--- config.mk ---
export PLATFORM = sky130hd
export DESIGN_NAME = decoder_loader
export DESIGN_NICKNAME = d
export VERILOG_FILES = /design/src/rtl/decoder_loader.sv
export SDC_FILE = /design/constraint.sdc
export NUM_CORES = 1
export LEC_CHECK = 0
export ABC_AREA = 1
export CORE_MARGIN = 2
export CORE_UTILIZATION = 50
export CTS_BUF_LIST = sky130_fd_sc_hd__clkbuf_16
export CTS_CLUSTER_SIZE = 24
export DETAILED_ROUTE_END_ITERATION = 6
export DONT_BUFFER_PORTS = 1
export RECOVER_POWER = 50
export SETUP_SLACK_MARGIN = 0.15
export SLEW_MARGIN = 25
export SYNTH_ARGS = -nofsm -noshare
export SYNTH_HDL_FRONTEND = slang
export SYNTH_SLANG_ARGS = --single-unit
--- constraint.sdc ---
create_clock -name clock_i -period 1.8 [get_ports clock_i]
set_input_delay 0.27 -clock clock_i [delete_from_list [all_inputs] [get_ports clock_i]]
set_output_delay 0.27 -clock clock_i [all_outputs]
set_load 0.01 [all_outputs]
--- src/rtl/decoder_loader.sv ---
// Loads a 2**ADDRESS_WIDTH-entry decoder table from a host byte stream, then reads it
// back through the RAM's synchronous port and compares the sum against the load and host checksums.
`timescale 1ns/1ps
module decoder_loader #(
    parameter int ADDRESS_WIDTH = 9,
    parameter int DATA_WIDTH    = 8
) (
    input  logic                     clock_i,
    input  logic                     reset_n_i,
    input  logic                     start_i,
    input  logic [DATA_WIDTH-1:0]    byte_i,
    input  logic                     byte_valid_i,
    output logic                     byte_ready_o,
    output logic [ADDRESS_WIDTH-1:0] mem_address_o,
    output logic [DATA_WIDTH-1:0]    mem_data_o,
    output logic                     mem_write_enable_o,
    output logic                     mem_clock_enable_o,
    input  logic [DATA_WIDTH-1:0]    mem_data_i,
    input  logic [DATA_WIDTH-1:0]    checksum_i,
    output logic                     busy_o,
    output logic                     done_o,
    output logic                     error_o
);

    typedef enum logic [2:0] {
        IDLE   = 3'd0,
        LOAD   = 3'd1,
        FLUSH  = 3'd2,
        VERIFY = 3'd3,
        DRAIN  = 3'd4,
        CHECK  = 3'd5
    } state_t;

    localparam logic [ADDRESS_WIDTH-1:0] LAST_INDEX = '1;

    state_t                   state_reg;
    logic [ADDRESS_WIDTH-1:0] index_reg;
    logic [ADDRESS_WIDTH-1:0] write_address_reg;
    logic [DATA_WIDTH-1:0]    write_data_reg;
    logic [DATA_WIDTH-1:0]    load_sum_reg;
    logic [DATA_WIDTH-1:0]    read_sum_reg;
    logic                     write_enable_reg;
    logic                     read_pending_reg;
    logic                     done_reg;
    logic                     error_reg;
    logic                     accept;

    assign accept = byte_valid_i & byte_ready_o;

    always_ff @(posedge clock_i or negedge reset_n_i) begin
        if (!reset_n_i) begin
            state_reg         <= IDLE;
            index_reg         <= '0;
            write_address_reg <= '0;
            write_data_reg    <= '0;
            load_sum_reg      <= '0;
            read_sum_reg      <= '0;
            write_enable_reg  <= 1'b0;
            read_pending_reg  <= 1'b0;
            done_reg          <= 1'b0;
            error_reg         <= 1'b0;
        end else begin
            write_enable_reg <= 1'b0;
            // RAM data lags the VERIFY address by one cycle, so accumulation trails VERIFY by one.
            read_pending_reg <= (state_reg == VERIFY);
            if (read_pending_reg) begin
                read_sum_reg <= read_sum_reg + mem_data_i;
            end
            case (state_reg)
                IDLE: begin
                    if (start_i) begin
                        state_reg    <= LOAD;
                        index_reg    <= '0;
                        load_sum_reg <= '0;
                        read_sum_reg <= '0;
                        done_reg     <= 1'b0;
                        error_reg    <= 1'b0;
                    end
                end
                LOAD: begin
                    if (accept) begin
                        write_data_reg    <= byte_i;
                        write_address_reg <= index_reg;
                        write_enable_reg  <= 1'b1;
                        index_reg         <= index_reg + 1'b1;
                        load_sum_reg      <= load_sum_reg + byte_i;
                        if (index_reg == LAST_INDEX) begin
                            state_reg <= FLUSH;
                        end
                    end
                end
                FLUSH: begin
                    state_reg <= VERIFY;
                end
                VERIFY: begin
                    index_reg <= index_reg + 1'b1;
                    if (index_reg == LAST_INDEX) begin
                        state_reg <= DRAIN;
                    end
                end
                DRAIN: begin
                    state_reg <= CHECK;
                end
                CHECK: begin
                    error_reg <= (read_sum_reg != load_sum_reg) | (read_sum_reg != checksum_i);
                    done_reg  <= 1'b1;
                    state_reg <= IDLE;
                end
                default: begin
                    state_reg <= IDLE;
                end
            endcase
        end
    end

    assign byte_ready_o       = (state_reg == LOAD);
    assign mem_clock_enable_o = (state_reg == VERIFY);
    // Read and write share the RAM address: the live index while verifying, the latched write address otherwise.
    assign mem_address_o      = (state_reg == VERIFY) ? index_reg : write_address_reg;
    assign mem_data_o         = write_data_reg;
    assign mem_write_enable_o = write_enable_reg;
    assign busy_o             = (state_reg != IDLE);
    assign done_o             = done_reg;
    assign error_o            = error_reg;

endmodule

After elaboration in Yosys (flattened, before gate mapping) --
Cells that the tools add are included.
Word-level totals: flip-flop bits (word level) 49, bits in latches 0, RAM bits 0, memory bits (read-only) 0, input port bits 28, output and inout port bits 23, word-level logic and storage cells 57, memories 0
Operators by class: $add $sub $neg 3, $mul 0, divide/modulo/power cells 0, $lt $le $gt $ge 0, equal/unequal tests 12, shift-type cells 0, muxes and demuxes 20, bitwise operators 2, reduce and logical (&&, ||, !) cells 10
Operators with widths (count):
- $mux W8 | 5
- $mux W9 | 3
- $pmux W9 S3 | 1
- $add A8 B8 Y8 | 2
- $ne A8 B8 Y1 | 2
- $pmux W8 S2 | 1
- $pmux W3 S5 | 1
- $mux W3 | 4
- $add A9 B1 Y9 const B | 1
- $eq A9 B9 Y1 const B | 1
- $eq A3 B2 Y1 const B | 2
- $eq A3 B3 Y1 const B | 2
- $ne A2 B1 Y1 const B | 3
- $reduce_and A3 Y1 | 2
- $reduce_bool A3 Y1 | 2
- $pmux W1 S2 | 2
- $reduce_and A2 Y1 | 2
- $reduce_and A4 Y1 | 1
- $reduce_bool A2 Y1 | 2
- $eq A3 B1 Y1 const B | 1
- $logic_not A3 Y1 | 1
- $mux W1 | 3
- $ne A2 B2 Y1 const B | 1
- $and A1 B1 Y1 | 1
- $or A1 B1 Y1 | 1

Logic depth before layout (Yosys ltp) --
Gate-level depths: netlist of the first run.
word-level depth 4, mapped depth 10

Least setup slack after synthesis of the first run --
Ideal clock, no wire load.
path kind register to register, start point register read_sum_reg[0], end point register read_sum_reg[4], setup time 0.113 ns, arrival 1.460 ns, required time 1.687 ns, slack 0.227 ns, cell stages (with the launch flop) 8, cell sequence dfrtp_1 > ha_1 > fa_1 > a21oi_1 > xor2_1 > nand2_1 > nand2_1 > inv_1
Between the ends: longest elaborated chain between the ends 4
RTL lines:
- start: declaration | line 41 | logic [DATA_WIDTH-1:0] read_sum_reg;
- start signal: assignment | line 67 | read_sum_reg <= read_sum_reg + mem_data_i;
- $add A8 B8 Y8 * | line 67
- $mux W8 * | line 66 | if (read_pending_reg) begin
- $mux W8 | line 71 | if (start_i) begin
- $mux W8 * | line 69 | case (state_reg)
Every way passes the cells marked *; elsewhere a longest branch is shown, timed or not. A chain may end at the register's enable or synchronous reset.

Worst setup path in the final report of the first run --
Same ends and word-level chain as after synthesis.

==> results of run 1 <==
-- cells in the mapped netlist --
master	number
a21oi_1	8
buf_2	3
buf_6	3
clkbuf_1	3
dfrtp_1	49
fa_1	2
ha_1	16
inv_1	74
inv_2	6
nand2_1	176
nand2_2	2
nand2_4	2
nand3_1	31
nand3_2	1
nand4_1	3
nor2_1	20
nor3_1	2
nor3_2	1
o211ai_1	2
o21ai_0	20
o21ai_1	16
o21ai_2	3
o21bai_1	2
o22ai_1	3
o31ai_1	1
or2_2	1
xnor2_1	3
xor2_1	6
-- routing by layer --
layer	vias to the layer above	part of all wire
met2	37	0.52
met4	0	0.0081
met5	-	0
met3	8	0.037
li1	1471	-
met1	1281	0.44
-- worst min path at each step --
| stage | from | to | slack (ns) | depth (start not counted) |
|---|---|---|---|---|
| 2_1_floorplan | reset_n_i | done_o | -0.03 | 0 |
| 3_3_place_gp | reset_n_i | read_sum_reg[6] | -0.02 | 0 |
| 3_5_place_dp | reset_n_i | read_sum_reg[6] | -0.02 | 0 |
| 4_1_cts | byte_i[5] | mem_data_o[5] | 0.08 | 2 |
| 5_1_grt | byte_i[5] | mem_data_o[5] | 0.09 | 2 |
| 6_report | byte_i[5] | mem_data_o[5] | 0.09 | 2 |
-- worst reg2reg max path: stages (launching register included) --
cell and delay [ns]:
dfrtp_1 0.41, ha_2 0.20, fa_2 0.42, a21oi_2 0.16
xor2_1 0.16, nand2_1 0.06, nand2_1 0.07, inv_1 0.03
-- where the power goes --
part | internal [mW] | switching (mW)
clock | 0.506 | 0.406
sequential | 1.45 | 0.451
combinational | 1.12 | 1.70
total | 3.08 | 2.55
-- area by class of cell --
class | instances | area share
Inverter | 80 | 0.0815
Sequential cell | 49 | 0.328
Clock inverter | 3 | 0.00367
Timing Repair Buffer | 23 | 0.0554
Multi-Input combinational cell | 323 | 0.472
Tap cell | 77 | 0.0257
Clock buffer | 5 | 0.0334
-- logic make-up after synthesis --
group                    count (synthesis)
AND/OR/NAND/NOR                        239
flip-flops                              49
adder cells (fa/ha/maj)                 18
XOR/XNOR                                 9
buffers and inverters                   89
AO/OA/AOI/OAI                           55
-- timing repair --
| item | 4_1_cts | 5_1_grt |
|---|---|---|
| cloned | 1 | 1 |
| endpoints found under the hold margin | 49 | 0 |
| pin swaps | 0 | 7 |
| hold buffers | 2 | 0 |
| endpoints found under the setup margin | 23 | 33 |
| resized for setup | 11 | 30 |
| buffers inserted | 3 | 5 |
-- through the flow --
step	hold slack (ns)	power, mW	area [um2]	setup WS, ns	std cells
2_1_floorplan	-0.0256	3.75	3190	0.227	459
3_3_place_gp	-0.0244	4.20	3320	0.139	540
3_5_place_dp	-0.0244	4.27	3320	0.0831	540
4_1_cts	0.0849	5.36	3550	0.126	554
5_1_grt	0.0883	6.18	3750	0.110	560
6_report	0.0873	5.63	3750	0.190	560
==> results by group, run 1 <==
Yosys
  – Multiplexer area fraction after synthesis: 0
  – Synth area leaders: dfrtp_1, nand2_1, inv_1
  – Ys Warns: 0
  – Post-Syn Instances: around 460
  – Yosys top cell area share: 0.384
  – Register bit total from synthesis: 49
  – Cell taking the most area after synthesis: dfrtp_1
  – Seq/Total Area, Yosys: 0.384
  – Mapped Area: 3190 um2
  – Synth Area per Inst: 6.95 um2
  – Simple-gate portion of the synthesized area: 0.308
  – Syn_nets: between 500 and 600
  – Main combinational cell family by area after synthesis: simple AND/OR/NAND/NOR gates
  – Synth Area in XOR/XNOR: 0.0247
  – Synth Area in Adders: 0.0753
  – Compound-cell area share of the yosys netlist: 0.0949
  – Yosys cell types: 28

STA
  – Tightest Pin Transition: 0.361 ns
  – Final-report hold violation count: 0
  – Final Max Tran Viols: 0
  – Tcrit/Tclk final: 0.895
  – Slew HR: 0.759
  – Maximum clock rate: just over 600 MHz
  – Max Clock Skew: 0.00489 ns
  – Setup violators final: 0
  – Min Tclk post-route: 1.61 ns
  – TNS Setup: 0 ns
  – RSZ-0062 raised after global routing: true

Run status
  – Status: complete, no violations

Setup path
  – Crit path max fanout: 4
  – WP depth: 7
  – Arrival @ worst endpoint: roughly 1.8 ns
  – Register-to-Register Path Depth: 7
  – Critical-path top delay cell: fa_2
  – CP Launch Type: register
  – CP delay by family, top: adder cells
  – Worst setup path category: reg2reg
  – Max incr delay on CP: around 0.42 ns
  – Cell Chain, Critical Path: ha_2, fa_2, a21oi_2, xor2_1, nand2_1, nand2_1, inv_1
  – R2R Setup Slk: between 0.15 and 0.2 ns
  – Worst Setup SP: read_sum_reg[0]
  – FF-to-FF Start: read_sum_reg[0]
  – Data required time at the worst endpoint: between 1.5 and 2 ns
  – CP endpoint kind: register
  – CP endpoint: read_sum_reg[4]
  – WP buf/inv: 1
  – CP most frequent cell: nand2_1
  – Endpoint of the lowest-slack register-to-register path: read_sum_reg[4]

Floorplan
  – I/O Pins: 51
  – Core area: approximately 6200 um2
  – Die span in x: between 80 and 90 um
  – Initial core utilization: 0.511
  – Die footprint: 7030 um2
  – # rows: 29
  – Die Span Y: between 80 and 90 um

Global routing
  – Busiest grt layer: met2
  – Vias in the first global route: about 2700
  – Total track usage: 0.206
  – M1 GR Usage: 0.250
  – Pin count of the biggest net entering global routing: 50
  – Met3 Use GR: 0.0386
  – Antenna violations before repair: 0
  – Remaining Overflow, GRT: 0
  – First-pass GRT wire length: around 12000 um
  – Met2 Track Usage GR: 0.374

Final layout
  – Layout Nets: 528
  – Register area: roughly 1200 um2
  – Multi-input logic area: between 1500 and 2000 um2
  – Commonest non-fill, non-tap cell in the layout: nand2_1
  – Post-layout util: 0.600
  – Commonest non-fill, non-tap cells in the layout: nand2_1, inv_1, dfrtp_1, nand3_1, o21ai_1
  – Ant. Diodes: 0
  – Area growth syn-to-layout: 17.5%
  – Fillers: around 570
  – Share of layout cells above drive strength 1: 0.143

Power and ir drop
  – Worst vdd ir: between 0.0008 and 0.0009 V
  – Leakage: 2.02 nW
  – Pwr/cell area: approximately 1500 nW/um2

CTS
  – H-tree depth: 2
  – Root buf cell: clkbuf_16
  – Clk sinks: 49
  – Worst-skew pair later-pin latency: 0.29 ns
  – Worst-path clk slew: 0.07 ns
  – TritonCTS clock tree: built
  – CTS buffer count: 5
  – CTS max path bufs: 2

Place
  – DP Wirelength: between 4000 and 5000 um
  – PortBufs: 0
  – Gp weighted congestion: ~0.8

Routing
  – Routed Antenna Nets: 0
  – Avg Vias per Cell: between 4 and 5
  – First-pass iteration count of the detailed router: 4
  – Initial drt markers: 76
  – Post-DR wirelength/cell: about 13 um
  – Total Wirelength: approximately 7000 um
  – Via count: around 2800
  – # DRC: 0

Hold path
  – Worst Hold Class: in2reg

Job
  – Max-cap violation count: 0
Power figures use the tool's default switching activity.
==> run 2, diff against run 1 <==
--- a/config.mk
+++ b/config.mk
@@ -6,6 +6,7 @@
 export NUM_CORES = 1
 export LEC_CHECK = 0
 export ABC_AREA = 1
+export ABC_CLOCK_PERIOD_IN_PS = 1800
 export CORE_MARGIN = 2
 export CORE_UTILIZATION = 50
 export CTS_BUF_LIST = sky130_fd_sc_hd__clkbuf_16
@@ -14,7 +15,8 @@
 export DONT_BUFFER_PORTS = 1
 export RECOVER_POWER = 50
 export SETUP_SLACK_MARGIN = 0.15
-export SLEW_MARGIN = 25
+export SKIP_CTS_REPAIR_TIMING = 1
+export SLEW_MARGIN = 20
 export SYNTH_ARGS = -nofsm -noshare
 export SYNTH_HDL_FRONTEND = slang
 export SYNTH_SLANG_ARGS = --single-unit
==> results by group, run 2 (synthesis gave the netlist of run 1 again) <==
Run status
  – Status: complete, no violations

STA
  – Setup violators final: 0
  – Slew HR: 0.760
  – Tightest Pin Transition: between 0.3 and 0.4 ns
  – Maximum clock rate: 621 MHz
  – Final-report hold violation count: 0
  – Min Tclk post-route: between 1.5 and 2 ns
  – Tcrit/Tclk final: 0.895
  – Max Clock Skew: 0.00435 ns
  – RSZ-0062 raised after global routing: true
  – Final Max Tran Viols: 0

Final layout
  – Share of layout cells above drive strength 1: 0.143
  – Register area: approximately 1200 um2
  – Multi-input logic area: 1770 um2
  – Post-route cell area: around 3700 um2
  – Fillers: ~570
  – Commonest non-fill, non-tap cell in the layout: nand2_1
  – Layout Nets: about 530
  – Post-layout util: 0.596
  – Commonest non-fill, non-tap cells in the layout: nand2_1, inv_1, dfrtp_1, nand3_1, o21ai_1
  – Ant. Diodes: 0
  – Area growth syn-to-layout: 16.6%

Floorplan
  – Core area: between 6000 and 7000 um2
  – Die footprint: 7030 um2
  – Initial core utilization: 0.511
  – Die span in x: ~84 um
  – I/O Pins: between 50 and 60
  – Die Span Y: 83.9 um
  – # rows: 29

CTS
  – Worst-skew pair later-pin latency: approximately 0.29 ns
  – Worst-path clk slew: around 0.070 ns
  – Clk sinks: approximately 50
  – CTS max path bufs: 2
  – CTS buffer count: 5
  – TritonCTS clock tree: built
  – Root buf cell: clkbuf_16
  – H-tree depth: 2

Setup path
  – Register-to-Register Path Depth: 7
  – Arrival @ worst endpoint: around 1.3 ns
  – R2R Setup Slk: 0.19 ns
  – CP Launch Type: register
  – FF-to-FF Start: read_sum_reg[0]
  – Crit path max fanout: 11
  – Data required time at the worst endpoint: 1.53 ns
  – CP endpoint kind: output port
  – Endpoint of the lowest-slack register-to-register path: read_sum_reg[4]
  – Worst setup path category: reg2out

Hold path
  – Hold EP: mem_data_o[5]
  – Worst Hold Class: in2reg
  – WHS Path Cells: 2
  – Hold wc startpoint: byte_i[5]

Place
  – DP Wirelength: just under 5000 um
  – PortBufs: 0
  – Post-Place Cell Area: 3320 um2
  – Gp weighted congestion: approximately 0.81

Power and ir drop
  – Internal power: 3.02 mW
  – Clock power share: 0.164
  – Worst vdd ir: between 0.0008 and 0.0009 V
  – Sw Pwr: 2.52 mW
  – Sw Ratio: 0.455
  – Seq pwr share: 0.346
  – Leakage: ~2.0 nW
  – Total power draw: about 5.5 mW
  – Logic pwr share: 0.490
  – Pwr/cell area: between 1000 and 1500 nW/um2

Global routing
  – Remaining Overflow, GRT: 0
  – Vias in the first global route: about 2600
  – First-pass GRT wire length: ~12000 um
  – Antenna violations before repair: 0
  – Pin count of the biggest net entering global routing: 50
  – Total track usage: 0.200

Routing
  – Total Wirelength: just over 7000 um
  – First-pass iteration count of the detailed router: 4
  – Avg Vias per Cell: approximately 5
  – Via count: 2792
  – Post-DR wirelength/cell: between 10 and 15 um
  – Routed Antenna Nets: 0
  – # DRC: 0
  – Initial drt markers: 75

Job
  – Max-cap violation count: 0
-- run 2: cell types whose count changed in the layout (fill, tap and decap cells not counted) --
cell      previous run  this run
buf_12               1         0
buf_4               20        19
clkinv_2             2         3
dfrtp_1             46        44
dfrtp_2              3         5
inv_4                2         1
-- run 2: how the worst max path moves through the flow --
| stage | start | to | slack, ns | cells after the start |
|---|---|---|---|---|
| after detailed placement | state_reg[2] | index_reg[3] | 0.08 | 8 |
| after floorplan | read_sum_reg[0] | read_sum_reg[4] | 0.23 | 7 |
| after global placement | state_reg[2] | state_reg[2] | 0.14 | 6 |
| after CTS | state_reg[2] | mem_address_o[6] | -0.16 | 4 |
| after global routing | index_reg[1] | state_reg[2] | 0.11 | 8 |
| final | state_reg[2] | mem_address_o[1] | 0.19 | 5 |
-- run 2: stage by stage --
stage | worst slack (ns) | TNS (ns) | instances | hold WS, ns
after CTS | -0.161 | -1.26 | 548 | -0.336
after floorplan | 0.227 | 0 | 459 | -0.0256
after global placement | 0.139 | 0 | 540 | -0.0244
after global routing | 0.114 | 0 | 558 | 0.0883
after detailed placement | 0.0831 | 0 | 540 | -0.0244
final | 0.189 | 0 | 558 | 0.0890
-- run 2: final cells by class --
cell class                 count  share of cell area
sequential                    49               0.331
timing repair buffer          21              0.0484
inverter                      80              0.0817
tap                           77              0.0259
clock buffer                   5              0.0336
clock inverter                 3             0.00370
multi-input combinational    323               0.475
-- run 2: worst max-delay path, stage by stage, from the launching register on --
cell     delay (ns)
dfrtp_2        0.45
inv_4          0.13
nand3_4        0.16
nand2_1        0.09
o21ai_0        0.08
buf_4          0.14
-- run 2: power by group through the flow --
stage	combinational (mW)	clock (mW)	sequential, mW
after CTS	2.42	0.945	1.85
final	2.71	0.909	1.92
after global placement	2.35	0	1.86
after detailed placement	2.40	0	1.87
after global routing	3.14	0.982	1.96
after floorplan	1.99	0	1.75
-- run 2: routing by layer --
| layer | part of all wire | GRT usage | up-vias |
|---|---|---|---|
| met4 | 0.012 | 0.0499 | 0 |
| met2 | 0.52 | 0.356 | 47 |
| met1 | 0.43 | 0.249 | 1274 |
| met5 | 0 | 0 | - |
| met3 | 0.039 | 0.0376 | 8 |
| li1 | - | - | 1463 |
